`config.mk`:
```
export PLATFORM = sky130hd
export DESIGN_NAME = sata_oob_encoder
export DESIGN_NICKNAME = d
export VERILOG_FILES = /design/src/rtl/sata_oob_pkg.sv /design/src/rtl/sata_oob_encoder.sv
export SDC_FILE = /design/constraint.sdc
export NUM_CORES = 1
export LEC_CHECK = 0
export ABC_AREA = 1
export CAP_MARGIN = 20
export CORE_MARGIN = 5
export CORE_UTILIZATION = 42
export CTS_BUF_LIST = sky130_fd_sc_hd__clkbuf_4
export DETAILED_ROUTE_END_ITERATION = 10
export PLACE_DENSITY_LB_ADDON = 0.08
export SYNTH_ARGS = -nofsm -noshare
export SYNTH_HDL_FRONTEND = slang
export SYNTH_SLANG_ARGS = --single-unit
```
`constraint.sdc`:
```
create_clock -name clk -period 1.49 [get_ports clk]
set_input_delay 0.149 -clock clk [delete_from_list [all_inputs] [get_ports clk]]
set_output_delay 0.149 -clock clk [all_outputs]
set_load 0.01 [all_outputs]
```
`src/rtl/sata_oob_pkg.sv`:
```
// Constants and types shared by the SATA OOB transmit encoder and the OOB
// receive decoder: OOB timing in UI, the ALIGN primitive and the sequence kind.
package sata_oob_pkg;

  localparam int REFFREQ    = 1_500_000;
  localparam int UI_BURST   = 160;
  localparam int UI_GAPINIT = 480;
  localparam int UI_GAPWAKE = 160;
  localparam int AMOUNT_DEF = 6;

  localparam logic [31:0] ALIGN_DATA  = 32'h7B4A_4ABC;
  localparam logic [3:0]  ALIGN_DATAK = 4'b0001;

  typedef enum logic {
    KIND_INIT = 1'b0,
    KIND_WAKE = 1'b1
  } oob_kind_t;

  // Convert a duration in UI into clk cycles, rounded to nearest.
  function automatic int ui_to_cycles(input int ui, input int clkfreq);
    longint prod;
    prod = longint'(ui) * longint'(clkfreq) + longint'(REFFREQ / 2);
    return int'(prod / longint'(REFFREQ));
  endfunction

endpackage

```
`src/rtl/sata_oob_encoder.sv`:
```
// SATA OOB transmit sequencer: emits AMOUNT burst/gap pairs for COMINIT/COMRESET
// or COMWAKE, driving ALIGN during bursts and electrical idle during gaps.
module sata_oob_encoder
  import sata_oob_pkg::*;
#(
  parameter int CLKFREQ = 150_000,
  parameter int AMOUNT  = AMOUNT_DEF
) (
  input  logic        clk,
  input  logic        reset,
  input  logic        cominit_req,
  input  logic        comwake_req,
  output logic        busy,
  output logic        done,
  output logic        tx_elecidle,
  output logic [31:0] tx_data,
  output logic [3:0]  tx_datak
);

  localparam int BURST_LEN   = ui_to_cycles(UI_BURST, CLKFREQ);
  localparam int GAPINIT_LEN = ui_to_cycles(UI_GAPINIT, CLKFREQ);
  localparam int GAPWAKE_LEN = ui_to_cycles(UI_GAPWAKE, CLKFREQ);
  localparam int LEN_W       = $clog2(GAPINIT_LEN + 1);
  localparam int PAIR_W      = (AMOUNT > 1) ? $clog2(AMOUNT) : 1;

  localparam logic [LEN_W-1:0]  BURST_LAST   = LEN_W'(BURST_LEN - 1);
  localparam logic [LEN_W-1:0]  GAPINIT_LAST = LEN_W'(GAPINIT_LEN - 1);
  localparam logic [LEN_W-1:0]  GAPWAKE_LAST = LEN_W'(GAPWAKE_LEN - 1);
  localparam logic [PAIR_W-1:0] PAIR_LAST    = PAIR_W'(AMOUNT - 1);

  if (BURST_LEN < 1 || GAPINIT_LEN < 1 || GAPWAKE_LEN < 1 || AMOUNT < 1) begin : g_bad_params
    $error("sata_oob_encoder: CLKFREQ/AMOUNT give a zero-length OOB interval");
  end

  typedef enum logic [1:0] {
    S_IDLE  = 2'd0,
    S_BURST = 2'd1,
    S_GAP   = 2'd2
  } state_t;

  state_t            state_q, state_d;
  oob_kind_t         kind_q, kind_d;
  logic              start_q, start_d;
  logic [LEN_W-1:0]  len_q, len_d;
  logic [PAIR_W-1:0] pair_q, pair_d;
  logic              done_d;
  logic [LEN_W-1:0]  gap_last;

  assign gap_last = (kind_q == KIND_INIT) ? GAPINIT_LAST : GAPWAKE_LAST;

  // start_q holds an accepted request for one cycle so the kind register is
  // settled before the first burst begins.
  always_comb begin
    state_d = state_q;
    kind_d  = kind_q;
    start_d = 1'b0;
    len_d   = len_q;
    pair_d  = pair_q;
    done_d  = 1'b0;
    case (state_q)
      S_IDLE: begin
        if (start_q) begin
          state_d = S_BURST;
          len_d   = '0;
        end else if (cominit_req || comwake_req) begin
          start_d = 1'b1;
          kind_d  = cominit_req ? KIND_INIT : KIND_WAKE;
        end
      end
      S_BURST: begin
        if (len_q == BURST_LAST) begin
          state_d = S_GAP;
          len_d   = '0;
        end else begin
          len_d = len_q + LEN_W'(1);
        end
      end
      S_GAP: begin
        if (len_q == gap_last) begin
          len_d = '0;
          if (pair_q == PAIR_LAST) begin
            state_d = S_IDLE;
            pair_d  = '0;
            done_d  = 1'b1;
          end else begin
            state_d = S_BURST;
            pair_d  = pair_q + PAIR_W'(1);
          end
        end else begin
          len_d = len_q + LEN_W'(1);
        end
      end
      default: state_d = S_IDLE;
    endcase
  end

  // Outputs are registered from the next state so they line up with it.
  always_ff @(posedge clk or posedge reset) begin
    if (reset) begin
      state_q     <= S_IDLE;
      kind_q      <= KIND_INIT;
      start_q     <= 1'b0;
      len_q       <= '0;
      pair_q      <= '0;
      busy        <= 1'b0;
      done        <= 1'b0;
      tx_elecidle <= 1'b1;
      tx_data     <= '0;
      tx_datak    <= '0;
    end else begin
      state_q     <= state_d;
      kind_q      <= kind_d;
      start_q     <= start_d;
      len_q       <= len_d;
      pair_q      <= pair_d;
      busy        <= (state_d != S_IDLE);
      done        <= done_d;
      tx_elecidle <= (state_d != S_BURST);
      tx_data     <= (state_d == S_BURST) ? ALIGN_DATA : '0;
      tx_datak    <= (state_d == S_BURST) ? ALIGN_DATAK : '0;
    end
  end

endmodule

```
==> impl_results.md <==
* Mapped Area at 1249 sq um
* IR drop worst, VDD at 0.8645 mV
* IO Pins at between 40 and 50
* Sequential element share of the synthesized area at 0.3417
* # H-tree levels at 1
* Max Freq at 724.9 MHz
* Share of cells above drive strength 1 at 0.2400
* Root Driver: clkbuf_4
* Placed Cells at 199
* GR Util All Layers at 0.1095
* Number of flops mapped to enable cells by yosys at 0
* Worst-path clk slew at 0.11 ns
* Antenna violation net count after detailed routing at 0
* Final worst-path setup slack at 0.1105 ns
* Initial antenna violation count at 0
* Wirelength, routed at about 2200 um
* Ys async rst share at 1.000
* Area growth syn-to-layout at 14.83%
* Core ar. at 2805 sq um
* Worst Hold Class: in2async
* Setup Skew at approximately 0.0045 ns
* Final Slew Violations at 0
* Die width at 64.53 um
* Routed vias at 920
* Syn. warnings at 0
* Pre-CTS WS at 0.01795 ns
* GP Congestion at 0.7499
* WP data required at 1.69 ns
* Mean area per synthesized cell at 7.953 sq um
* Clk sinks at 17
* Die area at 4163 sq um
* Chip height at 64.53 um
* Final nets at 185
* Top FF cell, synth: dfrtp_1
* First-pass GRT wire length at 3601 um
* Max stage delay on crit path at 0.43 ns
* Initial DRC count at 11
* Crit start category: flip-flop
* Outcome: complete, no violations
* P per Cell Area at 1611 nW/um^2
* Core Util, Final at 0.5112
* Critical path capture point type: flip-flop
* #FFs+latches synth at 17
* CTS max path bufs at 2
* Initial core utilization at 0.4451
* Critical path arrival at 1.58 ns
* Num CTS Buffers at 3
* Vias in the first global route at 837
* LEAKAGE at 0.7275 nW
* Routed len/inst at 10.56 um
* Antenna diodes at 0
* Congestion Overflow GR at 0
* Count of non-filler cells in the finished layout at about 210
* CTS tree: yes
* Final number of hold-violating endpoints at 0
* HPWL after DPL at 1729 um
* Fin crit period at between 1 and 1.5 ns
* Setup tns final at 0 ns
* Kind of critical path: reg2reg
* Layout filler cell count at 274
* Gate count of the mapped netlist at 157
* Critical-path cell list: ha_4, nand2_1, nor2_4, nand2_2, nand3_1, nand2_1, clkinv_1, nand2_2, nand2_2, nand2_1
* Hold-fix buffers, CTS at 0
* Largest net degree at the start of global routing at 19
* First-pass DRT Iterations at 4
* # port buffers at 24
* # rows at 19
* Post-synthesis cell type count at 24
* Final setup violation count at 0
* Worst-path maximum fanout at 4
* Clk_lat worst skew at about 0.3 ns
* CP max stage cell: dfrtp_1
* Period utilization at 0.9258
* Drt via density at 4.466
* DRC at 0
* Max-Cap Viols at 0
layer usage:
metal | up-vias | part of all wire | global-route usage
met5 | - | 0 | 0
met4 | 0 | 0.020 | 0.06332
met3 | 4 | 0.10 | 0.02591
met2 | 41 | 0.46 | 0.1830
met1 | 403 | 0.42 | 0.1282
li1 | 472 | - | -
layout make-up:
class                      count  area, sq um  share of cell area
inverter                      25        93.84             0.06544
sequential                    17        426.7              0.2976
tap                           31        38.79             0.02705
clock buffer                   3        22.52             0.01571
timing repair buffer          32        276.5              0.1928
clock inverter                 1        5.005            0.003490
multi-input combinational     97        570.5              0.3979
timing repair:
item / in CTS / in global routing
pin swaps: 0 / 3
gates resized for setup: 19 / 10
endpoints found under the hold margin: 0 / 0
setup buffers: 1 / 2
setup endpoints to repair: 20 / 8
where the power goes:
part / switching, mW / internal [mW] / leakage [nW] / total [mW]
combinational: 0.792 / 0.614 / 0.487 / 1.41
sequential: 0.0657 / 0.579 / 0.223 / 0.644
clock: 0.159 / 0.100 / 0.0177 / 0.259
total: 1.02 / 1.29 / 0.728 / 2.31
state kept, by name, summed over array words and instances, names as in the netlist:
name         cells
busy             1
len_q            6
done             1
state_q          2
kind_q           1
tx_elecidle      1
tx_data          1
pair_q           3
start_q          1
cell usage in the layout, fill, tap and decap left out, types with 4 or more instances in the layout:
cell / Yosys / layout
nand2_1: 23 / 23
dlygate4sd2_1: 0 / 19
conb_1: 1 / 18
inv_1: 20 / 17
dfrtp_1: 16 / 16
a21oi_1: 9 / 8
buf_4: 35 / 8
nand2_2: 7 / 7
inv_2: 3 / 6
nor2_1: 6 / 6
nand3_1: 8 / 6
clkdlybuf4s50_1: 0 / 5
nand3_2: 2 / 4
stage by stage:
stage	instance area (sq um)	power (mW)	hold slack [ns]
final	1434	2.310	0.1451
after global routing	1434	2.519	0.1925
after CTS	1378	2.267	0.1467
after detailed placement	1366	2.192	0.4915
after global placement	1366	2.183	0.4879
after floorplan	1313	1.776	0.07434
cell usage after synthesis, drive strengths merged, types with 2 or more instances:
cell type  instances  share of area
nand3             10          0.048
nand2             30           0.10
nand4              2          0.010
nor3               2         0.0080
clkinv             2         0.0060
buf               35           0.21
o21ai              5          0.020
ha                 5          0.050
nor2              12          0.060
dfrtp             16           0.32
inv               23          0.069
a21oi             11          0.056
final timing paths:
path,from,end,cells past startpoint,slack (ns)
hold reg to reg,kind_q,kind_q,2,0.54
hold / removal,reset,len_q[0],3,0.15
max in group asynchronous,reset,tx_elecidle,3,1.08
setup / recovery,len_q[1],busy,10,0.11
min in group clk,cominit_req,kind_q,2,0.41
setup reg to reg,len_q[1],busy,10,0.11
cells by family after synthesis:
family,after synthesis,synth area share
flops,17,0.3417
xor+xnor,1,0.007015
compound gates,17,0.08217
simple gates,56,0.2305
buf+inv,60,0.2856
fa+ha+maj,5,0.05010
other cells,1,0.003003
worst max-delay path: cells and delay by family (launching register included):
kind / cells / cell delay [ns]
flip-flops: 1 / 0.43
adder cells (fa/ha/maj): 1 / 0.18
buffers and inverters: 1 / 0.05
AND/OR/NAND/NOR: 8 / 0.62
No activity file was read; power rests on OpenSTA's default activity.
==> patch, RTL diff (config.mk and constraints unchanged) <==
Re-encode `state_t` (3 states) as one-hot, 3 bits wide.
--- a/src/rtl/sata_oob_encoder.sv
+++ b/src/rtl/sata_oob_encoder.sv
@@ -32,10 +32,10 @@
     $error("sata_oob_encoder: CLKFREQ/AMOUNT give a zero-length OOB interval");
   end
 
-  typedef enum logic [1:0] {
-    S_IDLE  = 2'd0,
-    S_BURST = 2'd1,
-    S_GAP   = 2'd2
+  typedef enum logic [2:0] {
+    S_IDLE  = 3'b001,
+    S_BURST = 3'b010,
+    S_GAP   = 3'b100
   } state_t;
 
   state_t            state_q, state_d;
Function: same outputs for any inputs over 10 cycles, from zero or initial values and one cycle with reset high; not proved beyond that.
==> patch against the unedited design <==
Synthesized area decreased by 3.2%. Clock skew increased by 0.00067 ns. Sequential cell count up 1. Core utilization is 2.9 points lower. Power shrank 26%. Routed wire length decreased by 6.8%. Maximum frequency grew 0.56%. Final area down 7.2%. Sequential share of layout area is 4.4 points higher. Synthesized cell count shrank 3.8%. Die area decreased by 2.7%. Worst setup slack better by 0.0077 ns. Largest power group unchanged.
==> patch: results (changes against the unedited design) <==
- N_diodes: 0 (unchanged)
- Drt first-iter violations: 9 (-2)
- First-pass DRT Iterations: 4 (unchanged)
- Layout Skew: 0.005195 ns (+0.0006698 ns)
- Hold Worst Slack: 0.1610 ns (+0.01586 ns)
- Top flop regs: len_q x6, pair_q x3, state_q x3
- Xor and xnor area share after synthesis: 0.01449 (+0.007479)
- Post-synthesis compound-gate area fraction: 0.06004 (-0.02212)
- Top cells by count, synth: buf_4, nand2_1, inv_1
- VDD IR-drop max: 0.0008852 V (+2.4%)
- Worst-path maximum fanout: 4 (unchanged)
- Clock transition at path regs: 0.10 ns
- H-Tree Depth: 1 (unchanged)
- Hold Fails Final Rpt: 0 (unchanged)
- Initial antenna violation count: 0 (unchanged)
- Leakage Power: 0.7500 nW (+3.1%)
- Layout cells sized above 1: 0.1566 (-0.08337)
- Number of port buffers: 24 (unchanged)
- Overall routing resource usage: 0.1014 (-0.008096)
- Number of global-route vias before repair: 790 (-5.6%)
- Hold Path Class: input port to asynchronous set/reset pin
- Clk Latency, worst-skew pair: slightly below 0.3 ns
- Placed Cells: 190 (-4.5%)
- Area share of fa/ha/maj cells after synthesis: 0.01035 (-0.03975)
- Dominant cells by area after synthesis: dfrtp_1, buf_4, nand2_1, inv_1, dfstp_2
- Mux share of post-synthesis cell area: 0 (unchanged)
- Placer Congestion: 0.8356 (+11%)
- Avg Cell Area, Syn: 8.004 um2 (+0.64%)
- Final Non-Filler Cells: 197 (-4.4%)
- Final #Nets: 172 (-7.0%)
- Worst r2r src: len_q[1]
- Status: finished clean
- Final-layout fill cell count: 289 (+5.5%)
- Async set-reset flop share out of synthesis: 1.000 (unchanged)
- Reg2Reg Setup Slack: about 0.12 ns
- First-pass GRT wire length: 3.374 mm (-6.3%)
- Vias per std cell: 4.325 (-3.2%)
- Critical Path AT: 1.56 ns (-0.02 ns)
- Clk buf depth: 2 (unchanged)
- WL/cell: 10.29 um (-2.6%)
- Synth Warn #: 0 (unchanged)
- Seq/Total Area, Yosys: 0.3747 (+0.03306)
- Synth unique cells: 25 (+4.2%)
- Post-detail-place hpwl: 1.649 mm (-4.7%)
- Root buf cell: clkbuf_4
- Largest net degree at the start of global routing: 19 (unchanged)
- Switching Share: 0.3824 (-0.05755)
- CTS Buf Count: 3 (unchanged)
- Crit Reg-Reg Endpoint: len_q[0]
- Pre-CTS setup slack: 0.09830 ns (+0.08035 ns)
- FF-to-FF path depth: 8 (-2)
## patch: worst max-delay path by stage
stage	startpoint	to	slack (ns)
CTS	len_q[0]	tx_data[29]	0.08
global route	len_q[1]	tx_data[29]	-0.01
finish	len_q[1]	len_q[0]	0.12
global placement	len_q[0]	tx_data[29]	0.14
detailed placement	tx_data[29]	tx_data[28]	0.1
floorplan	len_q[0]	state_q[1]	0.22
## patch: critical path, stage by stage, from the launching register on
cell     delay (ns)
dfrtp_1        0.41
ha_2           0.23
nand3_2        0.11
nor2_4         0.16
nand2_2        0.11
nand2_2        0.08
nand2_1        0.07
nand2_1        0.06
o21ai_1        0.05
## patch: cells by family after synthesis
group,count (synthesis)
DFF,18
AOI/OAI and AO/OA,11
other,1
and+or+nand+nor,62
adders and majority gates,1
buffers and inverters,56
xor gates and xnor gates,2
## patch: layout make-up
cell class,instances,area share
clock buffer,3,0.01693
clock inverter,1,0.002822
inverter,21,0.06021
multi-input combinational,94,0.3603
sequential,18,0.3415
tap,31,0.02916
timing repair buffer,29,0.1891
## patch: routing by layer
metal | global-route usage | up-vias | part of all wire
met1 | 0.1235 | 378 | 0.43
met2 | 0.1713 | 27 | 0.49
li1 | - | 445 | -
met3 | 0.02309 | 2 | 0.076
met5 | 0 | - | 0
met4 | 0.03896 | 0 | 0.0049
## patch: metrics by stage
step           area (um2)  total power [mW]  utilization
2_1_floorplan        1272             1.351            -
3_3_place_gp         1304             1.579       0.4728
3_5_place_dp         1304             1.579       0.4728
4_1_cts              1320             1.734       0.4787
5_1_grt              1330             1.854       0.4823
6_report             1330             1.704       0.4823
## patch: what timing repair did
action                                  CTS  global route
endpoints found under the setup margin   19             6
resized for setup                        20             1
setup buffers                             2             1
## patch: power groups by stage
stage	combinational [mW]	clock (mW)	sequential (mW)
6_report	0.800	0.245	0.658
5_1_grt	0.894	0.284	0.676
4_1_cts	0.804	0.269	0.661
3_5_place_dp	0.875	0	0.705
3_3_place_gp	0.881	0	0.698
2_1_floorplan	0.644	0	0.707
